## src/rtl/strum_event_controller.sv

```systemverilog
`timescale 1ns/1ps
// Strum-to-judge sequencer: debounces strum, latches the chord, runs a tick-timed
// hit window against the lane intersections and queues hit/miss events for the processor.
module strum_event_controller #(
   parameter int unsigned DEBOUNCE_CYCLES  = 1000000,
   parameter int unsigned HIT_WINDOW_TICKS = 6,
   parameter int unsigned FIFO_DEPTH       = 4
) (
   input  logic       clk,
   input  logic       reset,
   input  logic       game_tick,
   input  logic [3:0] buttons,
   input  logic [3:0] intersections,
   input  logic       strum,
   output logic       evt_valid,
   output logic [7:0] evt_data,
   input  logic       evt_ack,
   output logic       overflow,
   output logic       busy
);

   localparam int unsigned DW = $clog2(DEBOUNCE_CYCLES + 1);
   localparam int unsigned AW = $clog2(FIFO_DEPTH);
   localparam logic [DW-1:0] DMAX      = DW'(DEBOUNCE_CYCLES - 1);
   localparam logic [3:0]    WCNT_INIT = 4'(HIT_WINDOW_TICKS);

   typedef enum logic [1:0] {IDLE, WINDOW, JUDGE} state_t;

   logic          strum_m_q, strum_s_q;
   logic [3:0]    btn_m_q, btn_s_q;
   logic [DW-1:0] dcnt_q;
   logic          strum_db_q, strum_db_prev_q;
   logic          strum_evt;

   state_t        state_q;
   logic [3:0]    chord_q, seen_q, wcnt_q;
   logic [3:0]    seen_n;
   logic          hit_q, busy_q, overflow_q;

   logic [7:0]    mem_q [FIFO_DEPTH];
   logic [AW:0]   wptr_q, wptr_d, rptr_q, rptr_d;
   logic          full, push, pop, push_ok;
   logic [7:0]    evt_word;

   always_ff @(posedge clk) begin
      if (!reset) begin
         strum_m_q <= 1'b0;
         strum_s_q <= 1'b0;
         btn_m_q   <= '0;
         btn_s_q   <= '0;
      end else begin
         strum_m_q <= strum;
         strum_s_q <= strum_m_q;
         btn_m_q   <= buttons;
         btn_s_q   <= btn_m_q;
      end
   end

   always_ff @(posedge clk) begin
      if (!reset) begin
         dcnt_q          <= '0;
         strum_db_q      <= 1'b0;
         strum_db_prev_q <= 1'b0;
      end else begin
         strum_db_prev_q <= strum_db_q;
         if (strum_s_q == strum_db_q) begin
            dcnt_q <= '0;
         end else if (dcnt_q == DMAX) begin
            strum_db_q <= strum_s_q;
            dcnt_q     <= '0;
         end else begin
            dcnt_q <= dcnt_q + 1'b1;
         end
      end
   end

   assign strum_evt = strum_db_q & ~strum_db_prev_q;
   assign seen_n    = seen_q | intersections;

   assign full     = (wptr_q[AW] != rptr_q[AW]) && (wptr_q[AW-1:0] == rptr_q[AW-1:0]);
   assign evt_valid = (wptr_q != rptr_q);
   assign pop      = evt_valid & evt_ack;
   assign push     = (state_q == JUDGE);
   // A pop in the same cycle frees the slot, so a full FIFO still accepts the push.
   assign push_ok  = push & (~full | pop);
   assign evt_word = {hit_q, (chord_q == 4'd0), 2'b00, chord_q};

   always_ff @(posedge clk) begin
      if (!reset) begin
         state_q    <= IDLE;
         chord_q    <= '0;
         seen_q     <= '0;
         wcnt_q     <= '0;
         hit_q      <= 1'b0;
         busy_q     <= 1'b0;
         overflow_q <= 1'b0;
      end else begin
         case (state_q)
            IDLE: begin
               if (strum_evt) begin
                  chord_q <= btn_s_q;
                  seen_q  <= '0;
                  wcnt_q  <= WCNT_INIT;
                  state_q <= WINDOW;
                  busy_q  <= 1'b1;
               end
            end
            WINDOW: begin
               seen_q <= seen_n;
               if ((chord_q != 4'd0) && ((seen_n & chord_q) == chord_q)) begin
                  hit_q   <= 1'b1;
                  state_q <= JUDGE;
               end else if (game_tick && (wcnt_q == 4'd1)) begin
                  hit_q   <= 1'b0;
                  state_q <= JUDGE;
               end else if (game_tick) begin
                  wcnt_q <= wcnt_q - 1'b1;
               end
            end
            JUDGE: begin
               if (!push_ok) overflow_q <= 1'b1;
               state_q <= IDLE;
               busy_q  <= 1'b0;
            end
            default: begin
               state_q <= IDLE;
               busy_q  <= 1'b0;
            end
         endcase
      end
   end

   always_comb begin
      wptr_d = wptr_q;
      rptr_d = rptr_q;
      if (push_ok) wptr_d = wptr_q + (AW+1)'(1);
      if (pop)     rptr_d = rptr_q + (AW+1)'(1);
   end

   always_ff @(posedge clk) begin
      if (!reset) begin
         wptr_q <= '0;
         rptr_q <= '0;
      end else begin
         wptr_q <= wptr_d;
         rptr_q <= rptr_d;
      end
   end

   always_ff @(posedge clk) begin
      if (push_ok) mem_q[wptr_q[AW-1:0]] <= evt_word;
   end

   assign evt_data = evt_valid ? mem_q[rptr_q[AW-1:0]] : '0;
   assign overflow = overflow_q;
   assign busy     = busy_q;

endmodule
```

## config.mk

```make
export PLATFORM = sky130hd
export DESIGN_NAME = strum_event_controller
export DESIGN_NICKNAME = d
export VERILOG_FILES = /design/src/rtl/strum_event_controller.sv
export SDC_FILE = /design/constraint.sdc
export NUM_CORES = 1
export LEC_CHECK = 0
export ABC_AREA = 1
export CORE_UTILIZATION = 44
export DETAILED_ROUTE_END_ITERATION = 10
export DONT_BUFFER_PORTS = 1
export PLACE_DENSITY = 0.56
export SLEW_MARGIN = 20
export SYNTH_ARGS = -nofsm -noshare
export SYNTH_HDL_FRONTEND = slang
export SYNTH_SLANG_ARGS = --single-unit
export TNS_END_PERCENT = 50
```

## constraint.sdc

```tcl
create_clock -name clk -period 3.44 [get_ports clk]
set_input_delay 0.344 -clock clk [delete_from_list [all_inputs] [get_ports clk]]
set_output_delay 0.344 -clock clk [all_outputs]
set_load 0.03 [all_outputs]
```

Yosys cells after proc, flatten, opt, wreduce, memory -nomap -nowiden:

Memory sizes are Yosys's and may differ from the RTL's. A register that Yosys moved wholly into a read port is not among the register bits.
Cells that the tools add are included.

* memories: 1
* RAM bits: 24
* input port bits: 13
* word-level logic and storage cells: 84
* bits in registers: 55

* reductions and logical operators: 17
* $add $sub $neg: 4
* equal/unequal tests: 14
* bitwise operators: 12
* multiplexer cells: 20

Memories
* mem_q: depth 4, width 6, rd ports 1, clocked after Yosys merged registers in 1, write ports 1, RTL line 40 `logic [7:0] mem_q [FIFO_DEPTH];`

Operator list (count)
* 20-bit by 1-bit adder with 20-bit output, second input constant: 1
* 20-bit equality test, second input constant: 1
* 4-bit 2-to-1 mux: 5
* 4-bit case mux with 2 select lines: 2
* 2-bit AND reduction: 7
* 2-bit 2-to-1 mux: 5
* 8-bit 2-to-1 mux: 1
* 2-bit != test, second input constant: 4
* 3-bit by 1-bit adder with 3-bit output, second input constant: 2
* 1-bit NOT: 6
* 1-bit 2-to-1 mux: 5
* 5-bit AND reduction: 1
* 4-bit AND: 1
* 4-bit by 1-bit equality test with 1-bit output, second input constant: 1
* 4-bit equality test: 1
* 4-bit zero test: 1
* 4-bit bitwise OR: 1
* 2-bit case mux with 2 select lines: 1
* 2-bit nonzero test: 2
* 4-bit nonzero test: 1
* 4-bit by 1-bit subtractor with 4-bit output, second input constant: 1
* 1-bit AND: 3
* 1-bit logical AND: 3
* 3-bit != test: 1
* other kinds (10): 10

Longest topological paths before layout:

Gate-level depths: netlist (run 1).

* word-level depth: 7
* mapped depth: 9
* gate-level depth less buffers: 9

Worst setup path before layout (run 1):

No wires, ideal clock.

* path kind: reg2out
* from: register (tool-made name)
* to: output port evt_data[1]
* arrival time: 1187 ps
* required time: 3096 ps
* slack: 1909 ps
* cell stages (with the launch flop): 7
* cells stage by stage: dfxtp_1 > inv_1 > clkbuf_1 > nor2_1 > o32ai_1 > nand2_1 > inv_1

RTL lines
* to (decl): RTL line 16 `output logic [7:0] evt_data,`

==> results of run 1 <==
layout by cell type, fill, tap and decap left out:
cell	netlist	final
nor3b_2	1	1
dfxtp_1	57	57
o32ai_1	6	6
conb_1	1	2
inv_2	5	5
xnor2_1	3	3
nor3_1	4	4
inv_1	56	56
nand2b_1	1	1
clkinv_4	0	3
nand3_2	2	2
nand3_1	18	18
nor4_1	1	1
nor2_1	76	76
o21ai_0	19	19
nor3b_1	1	1
nand4_1	11	11
inv_6	0	1
or2_0	3	3
ha_1	8	8
nand4_2	1	1
nand2_1	87	87
edfxtp_1	24	24
clkbuf_1	6	1
nor2_4	2	2
clkbuf_8	0	10
nor3_2	3	3
nand2_2	5	5
nand3b_1	1	1
xor2_1	7	7
a21oi_1	23	23
clkinv_1	0	1
a21oi_2	4	4
through the flow:
stage          total power [mW]  instances  utilization
3_3_place_gp               1.06        533        0.469
6_report                   1.67        549        0.492
3_5_place_dp               1.06        533        0.469
2_1_floorplan              1.06        442            -
5_1_grt                    1.75        549        0.492
4_1_cts                    1.69        549        0.492
synth_stat cells, drive strengths merged (2+ instances only):
library cell / instances
nor3b: 2
clkbuf: 6
nand2: 92
o21ai: 19
inv: 61
nand4: 12
nor2: 78
o32ai: 6
nor3: 7
a21oi: 27
or2: 3
dfxtp: 57
xnor2: 3
edfxtp: 24
buf: 5
nand3: 20
xor2: 7
ha: 8
worst max-delay path, delay by kind of cell, from the launching register on:
kind            cells  cell delay, ns
buf+inv             2            0.52
flops               1            0.43
simple gates        2            0.16
compound gates      1            0.25
sequential cells by signal, summed over array words and instances (netlist names), 2 cells and up, named ones only:
signal,flops
seen_q,4
chord_q,4
btn_m_q,4
state_q,2
rptr_q,3
wptr_q,3
dcnt_q,20
btn_s_q,4
wcnt_q,4
mem_q,24
cell families (layout without fill, tap and decap cells):
logic type               count (synthesis)  count (layout)  share of synthesized area
buffers and inverters                   72              77                     0.0821
flip-flops                              81              81                      0.515
adder cells (fa/ha/maj)                  8               8                     0.0277
AO/OA/AOI/OAI                           52              52                     0.0824
other                                    1               2                    0.00104
AND/OR/NAND/NOR                        217             217                      0.267
XOR/XNOR                                10              10                     0.0242
layer usage:
layer / wire length [um] / track usage / share of wire
met3: 210 / 0.0337 / 0.032
met1: 2960 / 0.192 / 0.45
met5: 0 / 0 / 0
met4: 110 / 0.0808 / 0.017
met2: 3230 / 0.302 / 0.50
path summary, 6_finish.rpt:
kind              start           to  slack, ns  depth (start not counted)
max            register  evt_data[1]       1.39                          5
min               reset   btn_s_q[2]       0.09                          2
max reg2reg   dcnt_q[0]   dcnt_q[15]       1.64                          8
min reg2reg  btn_m_q[2]   btn_s_q[2]       0.41                          2
power by group through the flow:
stage	sequential, mW	combinational [mW]	clock, mW
2_1_floorplan	1.01	0.0552	0
3_3_place_gp	1.01	0.0527	0
3_5_place_dp	1.01	0.0536	0
4_1_cts	0.989	0.0537	0.649
5_1_grt	0.990	0.0597	0.701
6_report	0.989	0.0530	0.627
layout make-up:
cell class	count	area, um2	area share
well taps	102	128	0.0331
multi-input cells	289	1460	0.378
flip-flops and latches	81	1860	0.483
inverters	61	229	0.0594
clock inverters	5	38.8	0.0101
clock buffers	11	141	0.0367
==> key figures, run 1 <==
Synthesis
  • Seq/Total Area, Yosys: 0.515
  • Mean Syn Cell Area: 8.19 um2
  • Mapped Area: 0.00361 mm2
  • Top FF cell, synth: dfxtp_1
  • Synth cell types: 31
  • Ys Warns: 0
  • Fraction of registers with async set/reset: 0
  • Top-area cell type share of the netlist area: 0.316
  • Post-Synthesis Cells: 441
  • Yosys reg bits: 81
  • Post-synth EDFFs: 24
  • Ranking of synthesized cells by area: dfxtp_1 (32%), edfxtp_1 (20%), nand2_1 (9.0%)
  • Cell taking the most area after synthesis: dfxtp_1

Final layout
  • Design Area, Final: 0.00386 mm2
  • Diodes inserted: 0
  • Layout cells sized above 1: 0.0828
  • Layout fillers: 804
  • Fin nets: 463
  • Area delta synth->final: 6.75%

STA
  • RSZ-0062 raised after global routing: no
  • Slew @ Worst Pin: 0.559 ns
  • Worst clock skew: 0.0101 ns
  • Final worst slack: 1.39 ns
  • Fin. max-slew vios: 0
  • Hold slack: 0.0886 ns
  • Min Tclk post-route: 2.05 ns
  • Max Fclk: 488 MHz
  • Rel. slew slack: 0.626
  • Final period util: 0.596
  • # setup viols final: 0
  • Setup TNS: 0 ns
  • Final hold violations: 0

Pwr
  • Clk pwr share: 0.376
  • Leakage: 1.51 nW
  • Sw Pwr: 386 uW
  • Max rail drop VDD: 0.209 mV
  • Internal: 1.28 mW
  • Combinational share of power: 0.032
  • Pwr/cell area: 433 mW/mm2
  • Switching share of power: 0.231
  • Sequential power share: 0.592

Detailed routing
  • Via count: 2637
  • First-pass DRT Iterations: 6
  • Drc violations: 0
  • Post-route ant nets: 0
  • Routed wire per std cell: 11.9 um
  • Vias per cell: 4.80
  • Post-Route WL: 6510 um
  • Initial DRC count: 76

Global routing
  • Largest net degree at the start of global routing: 25
  • Initial antenna violation count: 0
  • Total track usage: 0.169
  • First-pass GRT wire length: 11300 um
  • Vias in the first global route: 2489
  • Grt ovf: 0

Clock tree
  • Setup Fix Bufs, Post-CTS: 0
  • Sinks on Clock Net: 81
  • Root buffer cell: clkbuf_8
  • TritonCTS clock tree: yes
  • Clock Pin Slew Worst Setup and Hold Paths: 0.08 ns
  • Post-cts gate resize count: 0
  • Num CTS Buffers: 9
  • Hold buffer count at cts: 0
  • Clk Latency, worst-skew pair: 0.34 ns
  • H-Tree Depth: 3
  • Clock Tree Buf Depth: 2

Placement
  • GP Congestion: 0.786
  • Area after DPL: 0.00368 mm2
  • Dpl ws: 1.62 ns
  • IO Port Bufs: 0
  • Post-DP HPWL: 4820 um

Hold path
  • Hold Path Class: input pin to register

Setup path
  • Crit path top cell by count: inv_1
  • CP endpoint kind: output port
  • CP Max Fanout: 13
  • CP Launch Type: register
  • CP max-delay cell: dfxtp_1
  • WP data required: 3.10 ns
  • CP max stage delay: 0.43 ns
  • Worst EP arrival: 1.71 ns
  • Kind of critical path: register to output port
  • Critical-path cell list: inv_1 > nor2_1 > o32ai_1 > nand2_1 > inv_1

Run status
  • Status: completed

Floorplanning
  • Initial Util: 0.460
  • Die area: 0.00858 mm2
  • Die W: 92.6 um
  • Ports: 24
  • Rows: 32
  • Die span in y: 92.6 um
  • Core Region: 0.00785 mm2

Job
  • Max cap viols: 0
(Power assumes the default switching activity.)
==> run 2: changes to the inputs <==
--- a/config.mk
+++ b/config.mk
@@ -5,11 +5,11 @@
 export SDC_FILE = /design/constraint.sdc
 export NUM_CORES = 1
 export LEC_CHECK = 0
-export ABC_AREA = 1
+export ABC_AREA = 0
 export CORE_UTILIZATION = 44
 export DETAILED_ROUTE_END_ITERATION = 10
 export DONT_BUFFER_PORTS = 1
-export PLACE_DENSITY = 0.56
+export PLACE_DENSITY = 0.58
 export SLEW_MARGIN = 20
 export SYNTH_ARGS = -nofsm -noshare
 export SYNTH_HDL_FRONTEND = slang
==> constraint.sdc (replaced) <==
create_clock -name clk -period 1.82 [get_ports clk]
set_input_delay 0.182 -clock clk [delete_from_list [all_inputs] [get_ports clk]]
set_output_delay 0.182 -clock clk [all_outputs]
set_load 0.03 [all_outputs]
==> run 2 against run 1 <==
  * Sequential share of layout area shrank 2.2 points
  * Clock power grew 110%
  * Via count shrank 10%
  * Clock-buffer cell count grew 1
  * Non-clock buffer count grew 40
  * Global-route usage grew 0.86 points
  * Wire length grew 0.31%
==> key figures, run 2 <==
Placement
  • GP Congestion: 0.789
  • IO Port Bufs: 0
  • Post-DP HPWL: 4680 um

Setup path
  • CP Launch Type: register
  • CP endpoint kind: output port
  • WP data required: 1.64 ns
  • CP Max Fanout: 6
  • Worst EP arrival: 1.58 ns
  • Kind of critical path: register to output port

Synthesis
  • XOR/XNOR Fraction of Synth Area: 0.0515
  • Most frequent cell after synthesis: dfxtp_1
  • Cell taking the most area after synthesis: dfxtp_1
  • Largest family of logic cells by synthesized area: simple AND/OR/NAND/NOR gates
  • Synth cell types: 51
  • Ys Warns: 0
  • Complex-gate fraction of the synthesized area: 0.0798
  • Synth cell count leaders: dfxtp_1 (57), nor2_1 (33), edfxtp_1 (24)
  • Ranking of synthesized cells by area: dfxtp_1 (34%), edfxtp_1 (21%), mux4_2 (4.0%)
  • Post-synth EDFFs: 24
  • Adder-cell share of the synthesized area: 0.0294
  • Seq/Total Area, Yosys: 0.547
  • Simple logic cell fraction of the synthesized area: 0.199
  • Fraction of registers with async set/reset: 0
  • Mean Syn Cell Area: 11.0 um2
  • Mux cell area share after synthesis: 0.0603
  • Post-Synthesis Cells: 308
  • Top FF cell, synth: dfxtp_1
  • Top-area cell type share of the netlist area: 0.336
  • Mapped Area: 0.00340 mm2
  • Yosys reg bits: 81

Floorplanning
  • Die span in y: 89.9 um
  • Ports: 24
  • Die area: 0.00808 mm2
  • Die W: 89.9 um
  • Initial Util: 0.461
  • Core Region: 0.00737 mm2
  • Rows: 31

Detailed routing
  • Post-route ant nets: 0
  • Drc violations: 0
  • Vias per cell: 5.24
  • Post-Route WL: 6530 um
  • Via count: 2363
  • First-pass DRT Iterations: 4
  • Routed wire per std cell: 14.5 um
  • Initial DRC count: 98

Global routing
  • Grt ovf: 0
  • Initial antenna violation count: 0
  • Busiest grt layer: met2
  • Total track usage: 0.178
  • Largest net degree at the start of global routing: 15
  • Met1 Use GR: 0.251
  • First-pass GRT wire length: 11400 um
  • GR Util met3: 0.0474
  • Vias in the first global route: 2359
  • GR Util met2: 0.266

STA
  • Final period util: 0.970
  • RSZ-0062 raised after global routing: yes
  • Max Fclk: 566 MHz
  • Worst clock skew: 0.00639 ns
  • Fin. max-slew vios: 0
  • Min Tclk post-route: 1.77 ns
  • # setup viols final: 0
  • Final hold violations: 0
  • Setup TNS: 0 ns

Final layout
  • Area delta synth->final: 19.2%
  • Fin nets: 368
  • Commonest cells after routing, fill and taps aside: dfxtp_1 (53), nor2_1 (33), buf_4 (26)
  • Commonest non-fill, non-tap cell in the layout: dfxtp_1
  • Final Core Density: 0.550
  • Diodes inserted: 0
  • Layout cells sized above 1: 0.185
  • Max reg flops: 24

Clock tree
  • H-Tree Depth: 3
  • TritonCTS clock tree: yes
  • Sinks on Clock Net: 81
  • Clk Latency, worst-skew pair: 0.34 ns
  • Root buffer cell: clkbuf_8
  • Clock Pin Slew Worst Setup and Hold Paths: 0.07 ns
  • Clock Tree Buf Depth: 2
  • Num CTS Buffers: 9

Pwr
  • Max rail drop VDD: 0.458 mV
  • Pwr/cell area: 799 mW/mm2
  • Leakage: 1.46 nW

Job
  • Max cap viols: 0

Run status
  • Status: completed

Hold path
  • Hold Path Class: input pin to register
==> run 2: cell types whose count changed after synthesis, moves of 6 or more <==
cell,delta
nand2_1,-76
mux2i_1,+7
and2_1,+16
xor2_1,+7
inv_1,-45
nor2_1,-43
nor2b_1,+9
or3_1,+7
a21oi_1,-14
o21ai_0,-11
mux4_2,+6
nand3_1,-11
==> run 2: cell families (layout without fill, tap and decap cells) <==
kind of cell	Yosys count	in the layout
muxes	13	13
DFF	81	81
xor gates and xnor gates	20	20
and+or+nand+nor	122	122
other	1	2
buffers and inverters	24	67
adders and majority gates	8	8
AOI/OAI and AO/OA	39	39
==> run 2: worst paths after layout <==
kind | startpoint | end | slack, ns | depth (start not counted)
setup / recovery | register | evt_data[2] | 0.05 | 4
hold / removal | reset | wptr_q[2] | 0.03 | 2
setup reg to reg | dcnt_q[6] | dcnt_q[19] | 0.15 | 4
hold reg to reg | btn_m_q[1] | btn_s_q[1] | 0.44 | 1
==> run 2: area by class of cell <==
cell class,instances,area (um2)
Multi-Input combinational cell,204,1480
Sequential cell,81,1870
Tap cell,99,124
Timing Repair Buffer,40,342
Clock buffer,12,155
Clock inverter,4,50.0
Fill cell,653,3320
Inverter,11,41.3
==> run 2: per-layer routing <==
metal	up-vias	share of wire	wire length [um]
li1	1175	-	-
met3	7	0.055	358
met1	1133	0.50	3260
met2	48	0.44	2850
met4	0	0.0093	61
met5	-	0	0
==> run 2: power breakdown <==
group / switching [mW] / internal, mW
clock network: 0.616 / 0.711
logic: 0.0291 / 0.0280
registers: 0.00334 / 1.85
total: 0.648 / 2.59
==> run 2: per-stage QoR <==
step	hold slack (ns)	instance area (um2)	std cells	power (mW)	setup slack [ns]
floorplan	0.309	3400	309	1.93	0.248
global placement	0.309	3670	423	1.93	0.147
detailed placement	0.312	3670	423	1.93	0.113
CTS	0.0168	4020	451	3.28	0.00887
global route	0.0213	4050	451	3.37	-0.0232
finish	0.0333	4050	451	3.24	0.0546
==> run 2: repair_timing <==
item / in CTS / in global routing
hold buffers: 12 / 0
resized for setup: 5 / 8
setup buffers: 0 / 0
hold endpoints to repair: 20 / 0
gates cloned: 0 / 0
setup endpoints to repair: 7 / 8
==> run 2: worst max-delay path: stages (launching register included) <==
cell     delay, ns
dfxtp_2       0.34
buf_8         0.13
mux4_2        0.48
nor2b_1       0.14
buf_4         0.16
==> run 3: changes to the inputs <==
==> constraint.sdc (replaced) <==
create_clock -name clk -period 1.82 [get_ports clk]
set_input_delay 0 -clock clk [delete_from_list [all_inputs] [get_ports clk]]
set_output_delay 0 -clock clk [all_outputs]
set_load 0.03 [all_outputs]
==> run 3 against run 2 <==
  * Clock-buffer cell count down 3
  * Clock power up 6%
  * Worst setup slack better by 0.067 ns
  * Fmax up 3.9%
  * Non-clock buffer count down 4
  * Sequential share of layout area up 0.41 points
  * Final area down 1.1%
  * Register-to-register slack worse by 0.03 ns
  * Core utilization down 0.59 points
  * Combinational power up 1%
  * Critical path type is now register to register
  * Highest routed layer unchanged
==> key figures, run 3 (same netlist as run 2, synthesis figures left out) <==
Run status
  • Status: completed

Global routing
  • Met1 Use GR: 0.248
  • Largest net degree at the start of global routing: 23
  • Vias in the first global route: 2393
  • Busiest grt layer: met2
  • Total track usage: 0.180
  • Grt ovf: 0
  • Initial antenna violation count: 0
  • GR Util met2: 0.270
  • GR Util met3: 0.0499
  • First-pass GRT wire length: 11400 um

Detailed routing
  • First-pass DRT Iterations: 4
  • Initial DRC count: 94
  • Post-route ant nets: 0
  • Vias per cell: 5.21
  • Via count: 2327
  • Drc violations: 0
  • Post-Route WL: 6420 um
  • Routed wire per std cell: 14.4 um

Clock tree
  • TritonCTS clock tree: yes
  • H-Tree Depth: 3
  • Clock Tree Buf Depth: 2
  • Num CTS Buffers: 9
  • Root buffer cell: clkbuf_8
  • Sinks on Clock Net: 81
  • Clock Pin Slew Worst Setup and Hold Paths: 0.08 ns
  • Clk Latency, worst-skew pair: 0.34 ns

Final layout
  • Commonest cells after routing, fill and taps aside: dfxtp_1 (56), nor2_1 (33), edfxtp_1 (24), buf_4 (24), and2_1 (15)
  • Layout fillers: 663
  • Finished Layout Cells: 447
  • Diodes inserted: 0
  • Max reg flops: 24
  • Commonest non-fill, non-tap cell in the layout: dfxtp_1
  • Design Area, Final: 0.00401 mm2
  • Layout cells sized above 1: 0.164
  • Area delta synth->final: 17.9%
  • Fin nets: 364

Setup path
  • Worst EP arrival: 1.71 ns
  • CP Launch Type: register
  • WP data required: 1.83 ns
  • CP endpoint kind: register
  • CP Max Fanout: 6
  • Kind of critical path: register to register

STA
  • Slew @ Worst Pin: 0.688 ns
  • Setup TNS: 0 ns
  • Final period util: 0.933
  • Min Tclk post-route: 1.70 ns
  • Max Fclk: 589 MHz
  • Rel. slew slack: 0.541
  • Worst clock skew: 0.00631 ns
  • Final hold violations: 0
  • Hold slack: 0.0191 ns
  • Fin. max-slew vios: 0
  • # setup viols final: 0

Pwr
  • Max rail drop VDD: 0.359 mV
  • Overall power: 3.32 mW
  • Leakage: 1.44 nW
  • Pwr/cell area: 829 mW/mm2

Placement
  • Placed Cells: 418
  • GP Congestion: 0.836
  • IO Port Bufs: 0
  • Area after DPL: 0.00364 mm2
  • Post-DP HPWL: 4440 um

Floorplanning
  • Die W: 89.9 um
  • Ports: 24
  • Initial Util: 0.461
  • Die span in y: 89.9 um
  • Rows: 31
  • Core Region: 0.00737 mm2
  • Die area: 0.00808 mm2

Hold path
  • Hold Path Class: input pin to register

Job
  • Max cap viols: 0
[run 3: power by group]
| part | switching, mW | internal (mW) |
|---|---|---|
| clock | 0.636 | 0.772 |
| sequential | 0.00371 | 1.85 |
| combinational | 0.0309 | 0.0268 |
| total | 0.670 | 2.65 |
[run 3: layer usage]
layer | wire (um) | vias up
li1 | - | 1174
met3 | 327 | 6
met4 | 82 | 0
met5 | 0 | -
met1 | 3280 | 1101
met2 | 2730 | 46
[run 3: critical path: stages, from the launching register on]
cell and delay, ns:
dfxtp_1 0.44, xor2_2 0.31, o41a_1 0.27, and2_1 0.35
[run 3: layout make-up]
cell class | count | area (um2) | area share
Multi-Input combinational cell | 204 | 1460 | 0.365
Tap cell | 99 | 124 | 0.0309
Sequential cell | 81 | 1860 | 0.465
Timing Repair Buffer | 36 | 300 | 0.0749
Inverter | 11 | 41.3 | 0.0103
Clock inverter | 7 | 93.8 | 0.0234
Clock buffer | 9 | 124 | 0.0309
[run 3: what timing repair did]
item | 4_1_cts | 5_1_grt
hold buffers | 12 | 0
setup buffers | 0 | 1
endpoints found under the hold margin | 30 | 0
gates resized for setup | 2 | 4
pin swaps | 0 | 1
endpoints found under the setup margin | 7 | 33
[run 3: per-stage QoR]
| stage | util | setup slack [ns] |
|---|---|---|
| after floorplan | - | 0.248 |
| after CTS | 0.540 | 0.0671 |
| after detailed placement | 0.493 | 0.125 |
| after global placement | 0.493 | 0.146 |
| final | 0.544 | 0.121 |
| after global routing | 0.544 | -0.0000503 |
[run 3: final timing paths]
kind              startpoint           to  slack (ns)  depth (start not counted)
setup / recovery   wptr_q[1]  mem_q[0][3]        0.12                          3
hold reg to reg   btn_m_q[2]   btn_s_q[2]        0.44                          1
hold / removal     game_tick    wcnt_q[0]        0.02                          3
setup reg to reg   wptr_q[1]  mem_q[0][3]        0.12                          3
